<file path="src/rtl/trigger_scheduler_pkg.sv">
// rtl/trigger_scheduler_pkg.sv - shared FSM state type and ID-width helper for the trigger scheduler
package trigger_scheduler_pkg;

    typedef enum logic [1:0] {
        S_IDLE = 2'd0,
        S_FIRE = 2'd1,
        S_WAIT = 2'd2,
        S_HOLD = 2'd3
    } state_t;

    function automatic int id_width(input int n);
        return (n <= 2) ? 1 : $clog2(n);
    endfunction

endpackage

</file>
<file path="src/rtl/trigger_scheduler_rr_arbiter.sv">
// rtl/trigger_scheduler_rr_arbiter.sv - combinational round-robin arbiter, search starts at ptr+1 with wrap
module trigger_scheduler_rr_arbiter
    import trigger_scheduler_pkg::*;
#(
    parameter int  N    = 4,
    localparam int ID_W = id_width(N)
) (
    input  logic [N-1:0]    i_req,
    input  logic [ID_W-1:0] i_ptr,
    output logic            o_gnt_valid,
    output logic [ID_W-1:0] o_gnt_id
);

    logic [ID_W-1:0] w_idx;

    // Scan farthest offset first so the nearest requester after ptr is the last write.
    always_comb begin
        o_gnt_valid = 1'b0;
        o_gnt_id    = '0;
        w_idx       = '0;
        for (int k = N; k >= 1; k--) begin
            w_idx = ID_W'((int'(i_ptr) + k) % N);
            if (i_req[w_idx]) begin
                o_gnt_valid = 1'b1;
                o_gnt_id    = w_idx;
            end
        end
    end

endmodule

</file>
<file path="src/rtl/trigger_scheduler.sv">
// rtl/trigger_scheduler.sv - shares one single-shot resource among N_REQ trigger sources with hold-off
// Optional macro TRIG_SYNC_EN adds a 2-flop synchronizer on each trigger input.
module trigger_scheduler
    import trigger_scheduler_pkg::*;
#(
    parameter int  N_REQ     = 4,
    parameter int  HOLDOFF_W = 8,
    localparam int ID_W      = id_width(N_REQ)
) (
    input  logic                 i_clk,
    input  logic                 i_rst,
    input  logic [N_REQ-1:0]     i_trig_in,
    input  logic [HOLDOFF_W-1:0] i_holdoff,
    input  logic                 i_res_done,
    input  logic                 i_ovr_clr,
    output logic                 o_fire,
    output logic [ID_W-1:0]      o_fire_id,
    output logic                 o_busy,
    output logic [N_REQ-1:0]     o_pending,
    output logic [N_REQ-1:0]     o_overrun
);

    state_t               r_state, w_next_state;
    logic [N_REQ-1:0]     w_trig, r_last_trig, w_edge, w_gnt_mask;
    logic [N_REQ-1:0]     r_pending, r_overrun;
    logic [ID_W-1:0]      r_ptr, w_gnt_id, r_fire_id;
    logic                 w_gnt_valid, w_grant, w_hold_load;
    logic                 r_fire, r_busy;
    logic [HOLDOFF_W-1:0] r_cnt, w_cnt_next;

`ifdef TRIG_SYNC_EN
    logic [N_REQ-1:0] r_sync1, r_sync2;

    always_ff @(posedge i_clk or posedge i_rst) begin
        if (i_rst) begin
            r_sync1 <= '1;
            r_sync2 <= '1;
        end else begin
            r_sync1 <= i_trig_in;
            r_sync2 <= r_sync1;
        end
    end
    assign w_trig = r_sync2;
`else
    assign w_trig = i_trig_in;
`endif

    assign w_edge = w_trig & ~r_last_trig;

    trigger_scheduler_rr_arbiter #(.N(N_REQ)) u_arb (
        .i_req       (r_pending),
        .i_ptr       (r_ptr),
        .o_gnt_valid (w_gnt_valid),
        .o_gnt_id    (w_gnt_id)
    );

    always_ff @(posedge i_clk or posedge i_rst) begin
        if (i_rst) r_state <= S_IDLE;
        else       r_state <= w_next_state;
    end

    always_comb begin
        w_next_state = r_state;
        case (r_state)
            S_IDLE: if (w_gnt_valid) w_next_state = S_FIRE;
            S_FIRE, S_WAIT: begin
                if (i_res_done) w_next_state = (i_holdoff == '0) ? S_IDLE : S_HOLD;
                else            w_next_state = S_WAIT;
            end
            S_HOLD: if (r_cnt == '0) w_next_state = S_IDLE;
            default: w_next_state = S_IDLE;
        endcase
    end

    always_comb begin
        w_grant     = (r_state == S_IDLE) && w_gnt_valid;
        w_hold_load = (w_next_state == S_HOLD) && (r_state != S_HOLD);
        w_gnt_mask  = w_grant ? (N_REQ'(1) << w_gnt_id) : '0;
        w_cnt_next  = r_cnt;
        if (w_hold_load)
            w_cnt_next = i_holdoff - HOLDOFF_W'(1);
        else if ((r_state == S_HOLD) && (r_cnt != '0))
            w_cnt_next = r_cnt - HOLDOFF_W'(1);
    end

    // A new edge on the channel being granted re-arms it rather than counting as overrun.
    always_ff @(posedge i_clk or posedge i_rst) begin
        if (i_rst) begin
            r_last_trig <= '1;
            r_ptr       <= ID_W'(N_REQ - 1);
            r_fire      <= 1'b0;
            r_fire_id   <= '0;
            r_busy      <= 1'b0;
            r_pending   <= '0;
            r_overrun   <= '0;
            r_cnt       <= '0;
        end else begin
            r_last_trig <= w_trig;
            r_fire      <= w_grant;
            r_busy      <= (w_next_state != S_IDLE);
            r_cnt       <= w_cnt_next;
            r_pending   <= (r_pending & ~w_gnt_mask) | w_edge;
            r_overrun   <= (i_ovr_clr ? '0 : r_overrun) | (w_edge & r_pending & ~w_gnt_mask);
            if (w_grant) begin
                r_ptr     <= w_gnt_id;
                r_fire_id <= w_gnt_id;
            end
        end
    end

    assign o_fire    = r_fire;
    assign o_fire_id = r_fire_id;
    assign o_busy    = r_busy;
    assign o_pending = r_pending;
    assign o_overrun = r_overrun;

endmodule

</file>
<file path="config.mk">
export PLATFORM = sky130hd
export DESIGN_NAME = trigger_scheduler
export DESIGN_NICKNAME = d
export VERILOG_FILES = /design/src/rtl/trigger_scheduler_pkg.sv /design/src/rtl/trigger_scheduler_rr_arbiter.sv /design/src/rtl/trigger_scheduler.sv
export SDC_FILE = /design/constraint.sdc
export NUM_CORES = 1
export LEC_CHECK = 0
export CAP_MARGIN = 20
export CORE_MARGIN = 1
export CORE_UTILIZATION = 46
export DETAILED_ROUTE_END_ITERATION = 7
export PLACE_DENSITY = 0.75
export RECOVER_POWER = 100
export SLEW_MARGIN = 5
export SYNTH_ARGS = -nofsm -noshare
export SYNTH_HDL_FRONTEND = slang
export SYNTH_SLANG_ARGS = --single-unit
</file>
<file path="constraint.sdc">
create_clock -name i_clk -period 3 [get_ports i_clk]
set_input_delay 0.45 -clock i_clk [delete_from_list [all_inputs] [get_ports i_clk]]
set_output_delay 0.45 -clock i_clk [all_outputs]
set_load 0.02 [all_outputs]
</file>
Word-level counts from Yosys, hierarchy flattened. Index checks and enable logic that the tools add are counted.

Bits in registers: 28. Bits in latches: 0. Memory bits (writable): 0. ROM bits: 0. Memories: 0.

Add/subtract/negate cells: 6. Multipliers: 0. Div/mod/pow operators: 0. Order comparisons: 4. Eq/ne operators: 5. Shift-type cells: 1. Muxes and demuxes: 25. Bitwise operators: 8. Reduce and logical (&&, ||, !) cells: 10.

Operators by type and width (count): bitwise AND 4 bit (4); zero test 8 bit (2); two-way mux 2 bit (8); two-way mux 8 bit (2); subtractor 8 x 1 -> 8 bit, second input constant (2); < comparator 2 x 3 -> 1 bit, second input constant (4); binary-select mux 1 bit (select 2 bit) (4); two-way mux 1 bit (8); two-way mux 4 bit (2); inverter 4 bit (2); bitwise OR 4 bit (2); nonzero test 8 bit (1); equality test 2 bit, second input constant (3); case mux 2 bit (3 select lines) (1); adder 2 x 1 -> 2 bit, second input constant (2); adder 2 bit, second input constant (2); nonzero test 2 bit (2); left shift 1 x 2 -> 4 bit, first input constant (1); logical AND 1 bit (3); equality test 2 x 1 -> 1 bit, second input constant (1); zero test 2 bit (1); != test 2 bit, second input constant (1); OR reduction 2 bit (1).

Depth between registers and ports, before layout. Gate-level depths: netlist of the first run.

Depth in word-level cells: 12. Mapped depth: 15. Mapped depth without buffers: 13.

Modules after synthesis. Synthesis of the first run repeated with hierarchy kept, for this count alone.

Cells, all modules: 149. Area, all modules: 1508.9 um^2.

By module, submodules not included: trigger_scheduler (instances 1, cells an instance 135, area an instance 1417.6 um^2, sequential area each 708.2 um^2); trigger_scheduler_rr_arbiter (instances 1, cells an instance 14, area an instance 91.3 um^2, sequential area each 0.0 um^2).

Worst setup path before layout of the first run. OpenSTA, ideal clock, no wires.

Path type: register to register. From: register r_state[0]. To: register r_cnt[6]. Setup time: 77 ps. Arrival: 2968 ps. Required time: 2923 ps. Setup slack: -45 ps. Stages on the path, launching flop included: 15. Buffers on the path: 2. Path through: dfrtp_1 -> inv_1 -> ha_1 -> nand2b_1 -> a311oi_1 -> o221a_1 -> buf_6 -> buf_6 -> mux2i_1 -> ha_1 -> nand2_1 -> or4b_2 -> nor3b_1 -> a211oi_1 -> a21oi_1.

Cells in the longest elaborated chain, start to end: 6. Elaborated cells on any way between the ends: 14. Classes of those cells: eq/ne (5); mux (4); reduce/logical (5).

RTL lines: start: declaration (line trigger_scheduler.sv:23) `state_t r_state, w_next_state;`; start signal: assignment (line trigger_scheduler.sv:59) `else r_state <= w_next_state;`; equality test 2 x 1 -> 1 bit / equality test 2 bit (equally long branches) (line trigger_scheduler.sv:64) `case (r_state)`; OR reduction 2 bit (line trigger_scheduler.sv:64); case mux 2 bit (3 select lines) (line trigger_scheduler.sv:64); equality test 2 bit (line trigger_scheduler.sv:77) `w_hold_load = (w_next_state == S_HOLD) && (r_state != S_HOLD);`; logical AND 1 bit (line trigger_scheduler.sv:77); two-way mux 8 bit / nonzero test 2 bit (equally long branches); end signal: assignment (line trigger_scheduler.sv:101) `r_cnt <= w_cnt_next;`; end: declaration (line trigger_scheduler.sv:29) `logic [HOLDOFF_W-1:0] r_cnt, w_cnt_next;`.

Parallel ways exist; a longest one is shown, timed or not. A chain may end at the register's enable or synchronous reset.

Final worst setup path of the first run.
From: register r_state[1]. To: register r_cnt[6].

Same word-level chain as after synthesis.

==> reports/metrics.csv, run 1 <==
stage,metric,value,unit
global_routing,gr ovfl total,0,
synth,main flop type after synthesis,dfrtp_1,
layout,ANT cells,0,
die,io pins,28,
layout,fill count,239,
die,Initial Util,48.1,%
layout,Final Core Density,66.8,%
clock_network,Max Root-Sink Buffers,2,
flow_run,Max Cap Viol,0,
layout,fraction of layout cells with a size suffix above 1,20.2,%
clock_network,CTS tree,done,
sta,final hold violation count,0,
power_and_ir_drop,Sw Ratio,20.7,%
power_and_ir_drop,Worst IR Drop VDD,0.000190,V
synth,Yosys top cell by area,dfrtp_1,
layout,P&R area growth vs syn,39.0,%
global_routing,initial antenna violation count,0,
routing,ANT nets after route,0,
sta,RSZ-0062 raised after global routing,no,
die,CORE AREA,3030,sq um
clock_network,cts bufs inserted,3,
layout,nets@finish,219,
sta,Fin Clk Skew,0.00630,ns
die,Die Span Y,58.2,um
power_and_ir_drop,Psw,0.000147,W
global_routing,number of global-route vias before repair,1246,
sta,FMAX,0.349,GHz
synth,Syn Inst Count,149,
power_and_ir_drop,P_int,0.000562,W
hold_path,Tightest Hold Check Type,reg2reg,
clock_network,worst skew pair latency,0.32,ns
sta,Max-slew headroom,3.95,%
worst_setup_path,Crit. End Element,flip-flop,
sta,Slew Limit Fails,0,
routing,# DRC,0,
power_and_ir_drop,Logic pwr share,10.5,%
sta,minimum clock period,2.87,ns
synth,top cell type's share of synthesized area,37.8,%
global_routing,largest net degree at the start of global routing,29,
synth,register area share after synthesis,48.7,%
synth,Synth cell types,38,
clock_network,CTS Hold Buffers Added,0,
synth,"FF+latch count, synth",28,
synth,number of synthesized flops with an enable pin,0,
clock_network,htree depth,1,
die,row cnt,20,
global_routing,global-route wire length before repair,5.18,mm
worst_setup_path,Critical Path RT,3.25,ns
routing,WL/cell,13.2,um
clock_network,CTS root buf,clkbuf_4,
routing,initial DRC count,44,
routing,Pre-antenna DRT Iters,6,
routing,vias per inst,5.28,
power_and_ir_drop,Cell Pwr Density,350,nW/um^2
worst_setup_path,CP Max Fanout,4,
synth,Ys Warns,0,
placed_design,GP Congestion,0.838,
synth,Post-synth ARST share,100,%
placed_design,DP Cell Count,235,
synth,Post-Syn Area,1460,sq um
worst_setup_path,CP Class,reg2reg,
clock_network,Clock Sinks,28,
synth,Post-Syn Area per Cell,9.77,sq um
outcome,status,"finished, final reports clean",
sta,final setup fails,0,
routing,Total Wirelength,3.20,mm
synth,most frequent cells after synthesis,"dfrtp_1, inv_1, nand2_1, a21oi_1, nand2b_1",
sta,Final Cycle Share,95.5,%
synth,most common cell in the netlist,dfrtp_1,
sta,Worst Max-Slew Pin Slew,1.44,ns
synth,dominant cells by area after synthesis,"dfrtp_1, dfstp_2, inv_1, a21oi_1, nand2_1",
clock_network,Clock transition at path regs,0.15,ns
power_and_ir_drop,sequential power share,55.1,%
global_routing,All-Layer GR Usage,19.9,%
synth,Syn Nets,169,
routing,Vias,1277,
layout,Post-Layout Cell Count,242,
die,Die Span X,58.2,um
placed_design,I/O Buffers,27,
power_and_ir_drop,Leakage Power,0.867,nW
worst_setup_path,Critical Path Start Type,flip-flop,
die,total die area,3390,sq um
placed_design,Post-DP HPWL,2.41,mm
power_and_ir_drop,Clock power frac,34.4,%
worst_setup_path,worst path arrival time,3.12,ns
[critical path: stages, from the launching register on]
cell and delay [ns]:
dfrtp_1 0.38, inv_1 0.10, ha_2 0.21, nand2b_4 0.15, a311oi_2 0.26, o221a_1 0.34
mux2i_1 0.22, ha_2 0.20, nand2_1 0.07, or4b_4 0.51, nor3b_2 0.16, a211oi_1 0.06
a21oi_1 0.13
[per-stage QoR]
stage | setup slack [ns] | cell area, sq um | total power (W) | TNS (ns) | hold slack [ns]
floorplan | 0.00419 | 1480 | 0.000422 | 0 | 0.451
finish | 0.134 | 2020 | 0.000709 | 0 | 0.498
global placement | -0.237 | 1910 | 0.000472 | -0.237 | 0.459
detailed placement | -0.354 | 1910 | 0.000474 | -0.354 | 0.478
global route | 0.0104 | 2020 | 0.000736 | 0 | 0.532
CTS | 0.00131 | 1990 | 0.000719 | 0 | 0.460
[timing repair]
action	CTS	global route
setup endpoints to repair	1	1
setup buffers	3	0
cloned	0	0
pin swaps	2	3
gates resized for setup	2	8
[flip-flops by register name, indices dropped and copies added, names as in the netlist]
register,flops
o_busy,1
o_pending,4
o_fire,1
r_last_trig,4
o_fire_id,2
r_ptr,2
r_cnt,8
r_state,2
o_overrun,4
[cell type report]
class	count	area [sq um]	share of cell area, %
multi-input combinational	104	736	36.4
sequential	28	708	35.0
timing repair buffer	47	415	20.5
inverter	15	56.3	2.78
tap	44	55.1	2.72
clock inverter	1	30.0	1.48
clock buffer	3	22.5	1.11
[routing by layer]
layer  up-vias  routed length, um  GRT usage, %  share of wire, %
met2        24               1690          34.6                53
li1        619                  -             -                 -
met4         0                 40          10.9               1.2
met3         4                 86          2.90               2.7
met5         -                  0             0                 0
met1       630               1390          23.6                43
[layout by cell type, fill, tap and decap left out, types with 2 or more instances in the layout]
master,instances
a211oi_1,3
a21oi_1,10
and2_1,2
buf_4,18
clkbuf_4,4
clkdlybuf4s50_1,21
dfrtp_1,22
dfstp_2,5
dlygate4sd3_1,5
ha_2,2
inv_1,14
mux2i_1,5
nand2_1,14
nand2b_1,7
nand3_1,2
nor2_1,7
nor3_1,6
nor3b_1,2
nor4_4,2
o21ai_0,7
o21ai_1,2
o22ai_1,4
o31ai_1,2
xnor2_1,5
xor2_1,2
[power by group through the flow]
stage | Clock (W) | Sequential [W] | Combinational (W)
6_report | 0.000244 | 0.000391 | 0.0000744
5_1_grt | 0.000264 | 0.000392 | 0.0000810
4_1_cts | 0.000250 | 0.000391 | 0.0000776
3_5_place_dp | 0 | 0.000397 | 0.0000768
3_3_place_gp | 0 | 0.000397 | 0.0000752
2_1_floorplan | 0 | 0.000403 | 0.0000195
[worst paths after layout]
path                            start           end  slack [ns]  cells past startpoint
max                        r_state[1]      r_cnt[6]        0.13                     12
min                          r_ptr[0]      r_ptr[0]        0.50                      2
max reg2reg                r_state[1]      r_cnt[6]        0.13                     12
min reg2reg                  r_ptr[0]      r_ptr[0]        0.50                      2
max in group asynchronous       i_rst  o_fire_id[0]        1.14                      3
min in group asynchronous       i_rst  o_overrun[0]        1.02                      3
[cells by family (layout without fill, tap and decap cells)]
| logic type | count (synthesis) | in the layout | synth area share (%) |
|---|---|---|---|
| buf+inv | 17 | 66 | 5.42 |
| simple gates | 50 | 50 | 18.3 |
| mux | 5 | 5 | 3.44 |
| xor+xnor | 7 | 7 | 4.21 |
| flops | 28 | 28 | 48.7 |
| fa+ha+maj | 4 | 4 | 3.44 |
| compound gates | 38 | 38 | 16.5 |
Power figures use the tool's default switching activity.
==> run 2: changes to the inputs <==
--- a/config.mk
+++ b/config.mk
@@ -6,7 +6,6 @@
 export NUM_CORES = 1
 export LEC_CHECK = 0
 export CAP_MARGIN = 20
-export CORE_MARGIN = 1
 export CORE_UTILIZATION = 46
 export DETAILED_ROUTE_END_ITERATION = 7
 export PLACE_DENSITY = 0.75
==> results of run 2 <==
The final DEF is identical to that of run 1; final timing and power are the same.
